--- src/rtl/mult_pkg.sv ---
// Shared constants and state type for the shift-and-add multiplier.
package mult_pkg;
  localparam int WIDTH = 16;
  localparam int ITERS = 16;
  localparam int CNT_W = 4;

  typedef enum logic [1:0] {
    IDLE = 2'd0,
    RUN  = 2'd1,
    DONE = 2'd2
  } state_t;
endpackage

--- src/rtl/Add4bits.sv ---
// 16-bit ripple-carry adder built from explicit full-adder cells.
module Add4bits (
  input  logic [15:0] a,
  input  logic [15:0] b,
  input  logic        cin,
  output logic        cout,
  output logic [15:0] sum
);
  logic [16:0] carry;

  assign carry[0] = cin;

  for (genvar i = 0; i < 16; i++) begin : g_fa
    assign sum[i]     = a[i] ^ b[i] ^ carry[i];
    assign carry[i+1] = (a[i] & b[i]) | (carry[i] & (a[i] ^ b[i]));
  end

  assign cout = carry[16];
endmodule

--- src/rtl/shift_add_mult.sv ---
// Sequential unsigned multiplier: one add-and-shift per cycle, fixed 16-iteration run.
// Handshake: a transfer happens on a rising edge where valid and ready are both high.
module shift_add_mult
  import mult_pkg::*;
#(
  parameter int WIDTH = mult_pkg::WIDTH
) (
  input  logic                 clk,
  input  logic                 rst_n,
  input  logic                 in_valid,
  output logic                 in_ready,
  input  logic [WIDTH-1:0]     a,
  input  logic [WIDTH-1:0]     b,
  output logic                 out_valid,
  input  logic                 out_ready,
  output logic [2*WIDTH-1:0]   product,
  output logic [1:0]           dbg_state
);
  state_t             state_q;
  logic [CNT_W-1:0]   cnt_q;
  logic [WIDTH-1:0]   acc_q;
  logic [WIDTH-1:0]   mq_q;
  logic [WIDTH-1:0]   mcand_q;

  logic [WIDTH-1:0]   addend;
  logic [WIDTH-1:0]   sum;
  logic               cout;

  assign addend = mq_q[0] ? mcand_q : '0;

  Add4bits u_adder (
    .a    (acc_q),
    .b    (addend),
    .cin  (1'b0),
    .cout (cout),
    .sum  (sum)
  );

  always_ff @(posedge clk) begin
    if (!rst_n) begin
      state_q <= IDLE;
      cnt_q   <= '0;
      acc_q   <= '0;
      mq_q    <= '0;
      mcand_q <= '0;
    end else begin
      case (state_q)
        IDLE: begin
          if (in_valid) begin
            mcand_q <= a;
            acc_q   <= '0;
            mq_q    <= b;
            cnt_q   <= '0;
            state_q <= RUN;
          end
        end
        RUN: begin
          // The 17-bit {cout,sum} shifts right: cout lands in acc_q MSB, sum LSB enters mq_q.
          acc_q <= {cout, sum[WIDTH-1:1]};
          mq_q  <= {sum[0], mq_q[WIDTH-1:1]};
          cnt_q <= cnt_q + CNT_W'(1);
          if (cnt_q == CNT_W'(ITERS - 1)) begin
            state_q <= DONE;
          end
        end
        DONE: begin
          if (out_ready) begin
            state_q <= IDLE;
          end
        end
        default: state_q <= IDLE;
      endcase
    end
  end

  assign in_ready  = (state_q == IDLE);
  assign out_valid = (state_q == DONE);
  assign product   = {acc_q, mq_q};
  assign dbg_state = state_q;
endmodule

--- config.mk ---
export PLATFORM = sky130hd
export DESIGN_NAME = shift_add_mult
export DESIGN_NICKNAME = d
export VERILOG_FILES = /design/src/rtl/mult_pkg.sv /design/src/rtl/Add4bits.sv /design/src/rtl/shift_add_mult.sv
export SDC_FILE = /design/constraint.sdc
export NUM_CORES = 1
export LEC_CHECK = 0
export BUFFER_PORTS_ARGS = -buffer_cell sky130_fd_sc_hd__clkbuf_2
export CAP_MARGIN = 40
export CELL_PAD_IN_SITES_DETAIL_PLACEMENT = 1
export CELL_PAD_IN_SITES_GLOBAL_PLACEMENT = 1
export CORE_ASPECT_RATIO = 0.7
export CORE_MARGIN = 2
export CORE_UTILIZATION = 40
export CTS_BUF_LIST = sky130_fd_sc_hd__clkbuf_8
export CTS_CLUSTER_SIZE = 10
export DETAILED_ROUTE_END_ITERATION = 7
export PLACE_DENSITY = 0.9
export SETUP_SLACK_MARGIN = 0.3
export SYNTH_ARGS = -nofsm -noshare
export SYNTH_HDL_FRONTEND = slang
export SYNTH_SLANG_ARGS = --single-unit
--- constraint.sdc ---
create_clock -name clk -period 7.1 [get_ports clk]
set_input_delay 0.355 -clock clk [delete_from_list [all_inputs] [get_ports clk]]
set_output_delay 0.355 -clock clk [all_outputs]
set_load 0.01 [all_outputs]
==> results of run 1 <==
==> worst min-delay path, delay by kind of cell <==
kind            cells  cell delay (ns)
buf+inv             1             0.08
simple gates        1             0.05
compound gates      1             0.05
==> timing repair <==
item	4_1_cts	5_1_grt
setup endpoints to repair	0	1
gates resized for setup	0	1
setup buffers	0	0
==> cells in the final DEF, fill, tap and decap left out, types with 5 or more instances in the layout <==
cell	n
fa_1	15
o21a_1	13
a31oi_1	16
o21ai_0	15
nand2_1	81
clkbuf_8	5
and2_1	5
dfxtp_1	53
clkbuf_2	71
nor3_1	10
inv_1	17
a21boi_0	19
nand3_1	7
nor2_1	14
==> cells by family after synthesis <==
family | after synthesis
AO/OA/AOI/OAI | 72
adder cells (fa/ha/maj) | 17
buffers and inverters | 40
flip-flops | 54
AND/OR/NAND/NOR | 130
==> sequential cells by signal, indices dropped and copies added (netlist names) <==
register / flops
mq_q: 16
acc_q: 16
cnt_q: 4
mcand_q: 16
dbg_state: 2
==> worst paths after layout <==
path               start           to  cells past startpoint
min reg2reg  mcand_q[14]  mcand_q[14]                      2
min                a[13]  mcand_q[13]                      3
max reg2reg      mq_q[0]    acc_q[14]                     24
max              mq_q[0]    acc_q[14]                     24
==> final cells by class <==
type	count	area, um2	share of cell area (%)
multi-input combinational	219	1380	44.3
inverter	16	60.1	1.93
clock inverter	2	11.3	0.362
clock buffer	5	68.8	2.21
timing repair buffer	76	413	13.3
sequential	54	1080	34.8
tap	78	97.6	3.14
==> metal layers <==
layer,global-route usage (%),vias to the layer above
li1,-,1135
met1,27.0,1115
met2,33.9,38
met3,3.66,5
met4,4.05,0
met5,0,-
==> power by group through the flow <==
stage               combinational [mW]  sequential [mW]  clock (mW)
finish                          0.0879            0.332       0.165
global placement                0.0836            0.338           0
global route                    0.0990            0.334       0.181
CTS                             0.0893            0.331       0.169
floorplan                       0.0518            0.340           0
detailed placement              0.0888            0.338           0
==> reports/qor.yml, run 1 <==
logic_synthesis:
  yosysMostFrequentCell: "nand2_1"
  synth-seq-cells: 54
  syn_nets: 366
  avgSynthCellArea_um2: 8.43
  synth_mux_area_share_pct: 0
  synth_compound_area_share_pct: 18.2
  synth_edf_count: 0
  synth_xor_xnor_area_share_pct: 0
  synthSimpleGateAreaFrac_pct: 21.5
  synth_cell_types: 31
  synthTopCellsByCount: "81 x nand2_1, 54 x dfxtp_1, 19 x a21boi_0"
  synthArstFlopShare_pct: 0
  yosys_warnings: 0
  synth-adder-area-share_pct: 12.3
  syn_inst: 313
  syn_area_um2: 2640
  seq_area_frac_synth_pct: 40.9
  synth_top_area_share_pct: 40.9
  synth_area_leaders: "dfxtp_1 41%, nand2_1 12%, fa_1 11%"
  synth_top_area_cell: "dfxtp_1"
  synth_top_family_by_area: "simple AND/OR/NAND/NOR gates"
  ys.flop_type: "dfxtp_1"
floorplanning:
  dieArea_um2: 7280
  die_w_um: 101
  initial_core_util_pct: 41.9
  io_pins: 72
  die_h_um: 72.0
  num_rows: 24
  fp.coreArea_um2: 6310
cells_and_area:
  fin_cells: 450
  final_core_util_pct: 49.3
  fill_cells: 817
  stdcell_area_um2: 3110
  fin_nets: 425
  drive_gt1_share_pct: 23.1
  area_delta_synth_final_pct: 17.8
  antenna_cells: 0
grt:
  grt_pass1_vias: 2431
  grt_pass1_wl_mm: 11.6
  grt_antenna_before_repair: 0
  grt_max_degree: 36
  overflow: 0
  gr-usage-all-layers_pct: 20.0
power_and_ir_drop:
  p_seq_share_pct: 56.8
  internal-power_uw: 419
  p_sw_uw: 165
  power_uw: 584
  max-vdd-ir-drop_mv: 0.0798
  pwr-share-clk_pct: 28.2
  power_density_nw_per_um2: 188
  p_leak_nw: 1.28
  swShare_pct: 28.2
  p_comb_share_pct: 15.0
clocking:
  cts_made_buffers: 5
  cts_htree_levels: 2
  cts_tree: "yes"
  clk_pin_slew_ns: 0.10
  numClockSinks: 54
  clk_path_buf_depth: 2
  ctsRootBufferMaster: "clkbuf_8"
  clock_latency_ns: 0.30
  ctsHoldBuffers: 0
sta:
  fin_tns_setup_ns: 0
  finClkSkew_ns: 0.00628
  finalMaxSlewViolations: 0
  fin_ws_ns: 0.724
  fin_crit_ns: 6.38
  fmaxAchievable_mhz: 157
  relSlewSlack_pct: 43.2
  final_hold_viol_count: 0
  period_share_pct: 89.8
  setup_viol: 0
  rsz0062_at_grt: "no"
  whs_ns: 0.272
  worstMarginPinSlew_ns: 0.852
setup_path:
  max_stage_delay_ns: 0.47
  worstPathRequired_ns: 7.30
  criticalPathCategory: "reg2reg"
  worstSetupEndpointType: "flip-flop"
  critPathArrivalTime_ns: 6.57
  crit_top_cell: "fa_1"
  path_cells: "and2_1 -> ha_1 -> inv_1 -> fa_1 -> fa_1 -> fa_1 -> fa_1 -> fa_1 -> fa_1 -> fa_1 -> inv_1 -> fa_1 -> fa_1 -> fa_1 -> inv_1 -> fa_1 -> fa_1 -> fa_1 -> inv_1 -> fa_1 -> inv_1 -> fa_1 -> nor2_1 -> o21a_1"
  r2r_slack_ns: 0.72
  cp_slowest_cell: "fa_1"
  path_delay_family: "adder cells"
  path_max_fanout: 9
  startpoint_type: "flip-flop"
  worst-path-buf-inv: 5
route:
  post_drt_wl_per_cell_um: 15.1
  wl_met2_mm: 3.41
  ant_nets: 0
  wl_met1_mm: 3.15
  dr_total_vias: 2293
  wl_met3_um: 202
  drtIter0Drc: 100
  drc: 0
  first_pass_iters: 4
  finalWirelength_mm: 6.81
  top_layer: "met4"
  vias_per_cell: 5.10
placed_design:
  dp_hpwl_mm: 4.87
  routabilityCongestion: 0.764
  placed_cells: 443
  placed_cell_area_um2: 3030
  dp_slack_ns: 0.607
  portBuffers: 71
worst_hold_path:
  hold_class: "in2reg"
flow_run:
  max-cap-violations: 0
outcome:
  outcome: "finished clean"
Power figures use the tool's default switching activity.
==> run 2: changes to the inputs <==
--- a/config.mk
+++ b/config.mk
@@ -5,17 +5,18 @@
 export SDC_FILE = /design/constraint.sdc
 export NUM_CORES = 1
 export LEC_CHECK = 0
+export ABC_AREA = 1
 export BUFFER_PORTS_ARGS = -buffer_cell sky130_fd_sc_hd__clkbuf_2
 export CAP_MARGIN = 40
 export CELL_PAD_IN_SITES_DETAIL_PLACEMENT = 1
 export CELL_PAD_IN_SITES_GLOBAL_PLACEMENT = 1
 export CORE_ASPECT_RATIO = 0.7
 export CORE_MARGIN = 2
-export CORE_UTILIZATION = 40
+export CORE_UTILIZATION = 38
 export CTS_BUF_LIST = sky130_fd_sc_hd__clkbuf_8
 export CTS_CLUSTER_SIZE = 10
 export DETAILED_ROUTE_END_ITERATION = 7
-export PLACE_DENSITY = 0.9
+export PLACE_DENSITY = 0.89
 export SETUP_SLACK_MARGIN = 0.3
 export SYNTH_ARGS = -nofsm -noshare
 export SYNTH_HDL_FRONTEND = slang
==> run 2 against run 1 <==
Sequential power about the same. Via count up 5.4%. Register-to-register slack worse by 0.15 ns. Worst hold slack better by 0.022 ns. Critical endpoint unchanged. Highest routed layer unchanged.
==> reports/qor.yml, run 2 <==
grt:
  grt_max_degree: 36
  gr-usage-all-layers_pct: 20.9
  grt_antenna_before_repair: 0
  overflow: 0
  grt_pass1_wl_mm: 12.1
  grt_pass1_vias: 2489
setup_path:
  crit_start: "mq_q[0]"
  cp_slowest_cell: "fa_1"
  r2r-start: "mq_q[0]"
  max_stage_delay_ns: 0.42
  worstSetupEndpointType: "flip-flop"
  startpoint_type: "flip-flop"
  crit_top_cell: "fa_1"
  worst-path-buf-inv: 6
  criticalPathCategory: "reg2reg"
  path_max_fanout: 2
  critPathArrivalTime_ns: 6.76
  path_delay_family: "adder cells"
  worstPathRequired_ns: 7.33
sta:
  period_share_pct: 91.9
  setup_viol: 0
  worstMarginPinSlew_ns: 0.703
  finalMaxSlewViolations: 0
  relSlewSlack_pct: 53.0
  fin_tns_setup_ns: 0
  fmaxAchievable_mhz: 153
  whs_ns: 0.294
  finClkSkew_ns: 0.00620
  rsz0062_at_grt: "no"
  fin_crit_ns: 6.52
  final_hold_viol_count: 0
clocking:
  numClockSinks: 54
  cts_made_buffers: 5
  cts_tree: "yes"
  cts_htree_levels: 2
  ctsRootBufferMaster: "clkbuf_8"
  clk_path_buf_depth: 2
  ctsHoldBuffers: 0
  clock_latency_ns: 0.31
  clk_pin_slew_ns: 0.09
logic_synthesis:
  synth_area_leaders: "dfxtp_1 42%, nand2_1 13%, fa_1 12%"
  seq_area_frac_synth_pct: 41.7
  yosysMostFrequentCell: "nand2_1"
  syn_area_um2: 2590
  synth_top_area_cell: "dfxtp_1"
  synth_top_area_share_pct: 41.7
  synth_edf_count: 0
  synth_cell_types: 20
  syn_inst: 353
  synthArstFlopShare_pct: 0
  synth-seq-cells: 54
  synthTopCellsByCount: "93 x nand2_1, 68 x nor2_1, 54 x dfxtp_1"
  syn_nets: 406
  yosys_warnings: 0
  ys.flop_type: "dfxtp_1"
  avgSynthCellArea_um2: 7.35
cells_and_area:
  antenna_cells: 0
  fin_nets: 469
  top_regs: "acc_q: 16 flops, mcand_q: 16 flops, mq_q: 16 flops"
  drive_gt1_share_pct: 20.5
  final_cell_mix: "93 x nand2_1, 71 x clkbuf_2, 68 x nor2_1"
  stdcell_area_um2: 3100
  layout_commonest_cell: "nand2_1"
  area_delta_synth_final_pct: 19.4
floorplanning:
  fp.coreArea_um2: 6690
  die_h_um: 73.1
  die_w_um: 103
  io_pins: 72
  initial_core_util_pct: 38.7
  num_rows: 25
  dieArea_um2: 7510
power_and_ir_drop:
  power_density_nw_per_um2: 196
  max-vdd-ir-drop_mv: 0.0799
  p_leak_nw: 1.37
worst_hold_path:
  hold_start: "a[10]"
  hold_class: "in2reg"
route:
  drc: 0
  drtIter0Drc: 93
  post_drt_wl_per_cell_um: 14.1
  dr_total_vias: 2416
  first_pass_iters: 4
  vias_per_cell: 4.75
  finalWirelength_mm: 7.18
  ant_nets: 0
flow_run:
  max-cap-violations: 0
placed_design:
  dp_hpwl_mm: 5.03
  routabilityCongestion: 0.789
  placed_cell_area_um2: 3010
  portBuffers: 71
outcome:
  outcome: "finished clean"
## run 2: logic make-up (layout without fill, tap and decap cells)
group,count (synthesis),in the layout,synth area share [%]
AND/OR/NAND/NOR,178,178,27.4
AO/OA/AOI/OAI,58,58,11.4
flip-flops,54,54,41.7
buffers and inverters,46,108,6.95
adder cells (fa/ha/maj),17,17,12.5
## run 2: area by class of cell
class                           instances  area, um2
Fill cell                             889       3600
Timing Repair Buffer                   73        374
Tap cell                               94        118
Clock buffer                            6       82.6
Multi-Input combinational cell        253       1330
Inverter                               29        109
Sequential cell                        54       1080
## run 2: layer usage
layer | track usage (%) | up-vias | share of wire, %
met5 | 0 | - | 0
met4 | 3.95 | 0 | 0.78
met3 | 4.12 | 7 | 4.5
met2 | 34.3 | 44 | 47
met1 | 29.2 | 1157 | 48
li1 | - | 1208 | -
## run 2: worst paths after layout
check,end,slack [ns],cells past startpoint
setup reg to reg,acc_q[14],0.58,25
hold reg to reg,acc_q[5],0.49,2
hold / removal,mcand_q[10],0.29,3
setup / recovery,acc_q[14],0.58,25
## run 2: per-stage QoR
stage / util (%) / setup WS (ns) / power (mW) / std cells
floorplan: - / 0.702 / 0.400 / 353
global placement: 45.0 / 0.874 / 0.436 / 503
detailed placement: 45.0 / 0.647 / 0.441 / 503
CTS: 46.2 / 0.583 / 0.611 / 509
global route: 46.3 / 0.330 / 0.643 / 509
finish: 46.3 / 0.578 / 0.607 / 509
## run 2: tightest hold or removal path: stages
cell and delay (ns):
clkbuf_2 0.07, o21ai_0 0.07, nor2_1 0.07
## run 2: repair_timing
| item | in CTS | in global routing |
|---|---|---|
| endpoints found under the setup margin | 0 | 1 |
| resized for setup | 0 | 1 |
| setup buffers | 0 | 0 |
## run 2: power breakdown
group | total (mW) | internal, mW | leakage, nW | switching [mW]
registers | 0.335 | 0.321 | 0.444 | 0.0135
clock network | 0.173 | 0.0756 | 0.0431 | 0.0973
logic | 0.0989 | 0.0349 | 0.886 | 0.0640
==> run 3: changes to the inputs <==
--- a/config.mk
+++ b/config.mk
@@ -10,13 +10,12 @@
 export CAP_MARGIN = 40
 export CELL_PAD_IN_SITES_DETAIL_PLACEMENT = 1
 export CELL_PAD_IN_SITES_GLOBAL_PLACEMENT = 1
-export CORE_ASPECT_RATIO = 0.7
 export CORE_MARGIN = 2
 export CORE_UTILIZATION = 38
 export CTS_BUF_LIST = sky130_fd_sc_hd__clkbuf_8
 export CTS_CLUSTER_SIZE = 10
 export DETAILED_ROUTE_END_ITERATION = 7
-export PLACE_DENSITY = 0.89
+export PLACE_DENSITY_LB_ADDON = 0.1
 export SETUP_SLACK_MARGIN = 0.3
 export SYNTH_ARGS = -nofsm -noshare
 export SYNTH_HDL_FRONTEND = slang
==> run 3 against run 2 <==
Count of clock-buffer cells in the layout fell by 1. Combinational power fell by 3.6%. Via count fell by 1.8%. Fmax rose by 2.8%. First-iteration DRC count fell by 2.2%. Register-to-register slack improved by 0.18 ns. Clock skew rose by 0.0037 ns. Worst hold slack got worse by 0.0024 ns. Global-route usage fell by 2.3 points. Setup slack improved by 0.18 ns. Sequential power barely moved. Critical path type unchanged.
==> reports/qor.yml, run 3 (synthesis gave the netlist of run 2 again) <==
route:
  dr_total_vias: 2372
  finalWirelength_mm: 6.57
  ant_nets: 0
  drtIter0Drc: 91
  drc: 0
  post_drt_wl_per_cell_um: 13.2
  first_pass_iters: 4
  vias_per_cell: 4.78
power_and_ir_drop:
  p_sw_uw: 171
  pwr-share-clk_pct: 27.6
  power_density_nw_per_um2: 193
  max-vdd-ir-drop_mv: 0.0688
  p_comb_share_pct: 16.1
  swShare_pct: 28.9
  p_seq_share_pct: 56.3
  internal-power_uw: 422
  p_leak_nw: 1.37
  power_uw: 594
flow_run:
  max-cap-violations: 0
clocking:
  clock_latency_ns: 0.31
  cts_htree_levels: 2
  numClockSinks: 54
  ctsHoldBuffers: 0
  postCtsSetupBuffers: 0
  cts_tree: "yes"
  ctsResizeCount: 0
  clk_path_buf_depth: 2
  cts_made_buffers: 5
  clk_pin_slew_ns: 0.10
  ctsRootBufferMaster: "clkbuf_8"
cells_and_area:
  fill_cells: 878
  layout_commonest_cell: "nand2_1"
  drive_gt1_share_pct: 20.7
  fin_nets: 469
  area_delta_synth_final_pct: 18.4
  top_regs: "acc_q: 16 flops, mcand_q: 16 flops, mq_q: 16 flops"
  stdcell_area_um2: 3070
  antenna_cells: 0
  final_cell_mix: "93 x nand2_1, 71 x clkbuf_2, 68 x nor2_1"
  final_core_util_pct: 46.0
setup_path:
  worstPathRequired_ns: 7.33
  critPathArrivalTime_ns: 6.57
  r2r_slack_ns: 0.75
  criticalPathCategory: "reg2reg"
  r2r-start: "mq_q[0]"
  startpoint_type: "flip-flop"
  path_max_fanout: 17
  worstSetupEndpointType: "flip-flop"
  ff2ff_path_depth: 23
  timing.rr.end: "acc_q[14]"
placed_design:
  dp_hpwl_mm: 4.50
  portBuffers: 71
  routabilityCongestion: 0.745
  placed_cell_area_um2: 2990
sta:
  whs_ns: 0.291
  fin_crit_ns: 6.35
  fmaxAchievable_mhz: 158
  setup_viol: 0
  relSlewSlack_pct: 52.6
  finalMaxSlewViolations: 0
  period_share_pct: 89.4
  final_hold_viol_count: 0
  rsz0062_at_grt: "no"
  finClkSkew_ns: 0.00990
  worstMarginPinSlew_ns: 0.710
  fin_tns_setup_ns: 0
worst_hold_path:
  hold_path_depth: 3
  hold_start: "a[3]"
  hold_class: "in2reg"
  hold_end: "mcand_q[3]"
floorplanning:
  initial_core_util_pct: 38.8
  num_rows: 30
  io_pins: 72
  die_h_um: 86.6
  dieArea_um2: 7500
  fp.coreArea_um2: 6680
  die_w_um: 86.6
grt:
  gr-usage-all-layers_pct: 18.6
  grt_pass1_wl_mm: 11.0
  grt_max_degree: 37
  overflow: 0
  grt_antenna_before_repair: 0
  grt_pass1_vias: 2295
outcome:
  outcome: "finished clean"
==> run 3: power by group through the flow <==
| stage | logic (mW) | clock network, mW | registers (mW) |
|---|---|---|---|
| 2_1_floorplan | 0.0565 | 0 | 0.343 |
| 3_3_place_gp | 0.0954 | 0 | 0.341 |
| 3_5_place_dp | 0.0981 | 0 | 0.342 |
| 4_1_cts | 0.0985 | 0.171 | 0.335 |
| 5_1_grt | 0.111 | 0.182 | 0.337 |
| 6_report | 0.0953 | 0.164 | 0.334 |
==> run 3: routing by layer <==
metal	up-vias	wire, um	track usage (%)
met5	-	0	0
met2	45	3060	30.8
met4	0	63	4.26
met3	5	300	3.81
li1	1208	-	-
met1	1114	3150	25.2
==> run 3: critical path, stage by stage, from the launching register on <==
cell and delay [ns]:
dfxtp_1 0.34, buf_4 0.22, nand2_1 0.10, fa_1 0.41
fa_1 0.39, fa_1 0.39, fa_1 0.39, fa_1 0.40
fa_1 0.41, fa_1 0.37, inv_1 0.08, fa_1 0.20
fa_1 0.20, fa_1 0.17, inv_1 0.05, fa_1 0.38
fa_1 0.39, fa_1 0.36, inv_1 0.07, fa_1 0.15
inv_1 0.05, fa_1 0.41, or2_0 0.22, a21oi_1 0.11
==> run 3: cell type report <==
| cell class | count | area [um2] | share of cell area (%) |
|---|---|---|---|
| clock buffer | 5 | 68.8 | 2.24 |
| clock inverter | 2 | 10.0 | 0.326 |
| inverter | 29 | 109 | 3.54 |
| multi-input combinational | 253 | 1330 | 43.4 |
| sequential | 54 | 1080 | 35.2 |
| tap | 80 | 100 | 3.26 |
| timing repair buffer | 73 | 370 | 12.1 |
==> run 3: metrics by stage <==
| stage | cells | worst slack, ns |
|---|---|---|
| floorplan | 353 | 0.702 |
| global placement | 489 | 0.855 |
| detailed placement | 489 | 0.819 |
| CTS | 496 | 0.745 |
| global route | 496 | 0.469 |
| finish | 496 | 0.755 |
==> run 3: how the worst max path moves through the flow <==
| stage | startpoint | endpoint | slack, ns | cells after the start |
|---|---|---|---|---|
| 2_1_floorplan | mq_q[0] | acc_q[14] | 0.70 | 24 |
| 3_3_place_gp | mq_q[0] | acc_q[14] | 0.86 | 23 |
| 3_5_place_dp | mq_q[0] | acc_q[14] | 0.82 | 23 |
| 4_1_cts | mq_q[0] | acc_q[14] | 0.75 | 23 |
| 5_1_grt | mq_q[0] | acc_q[14] | 0.47 | 23 |
| 6_report | mq_q[0] | acc_q[14] | 0.75 | 23 |
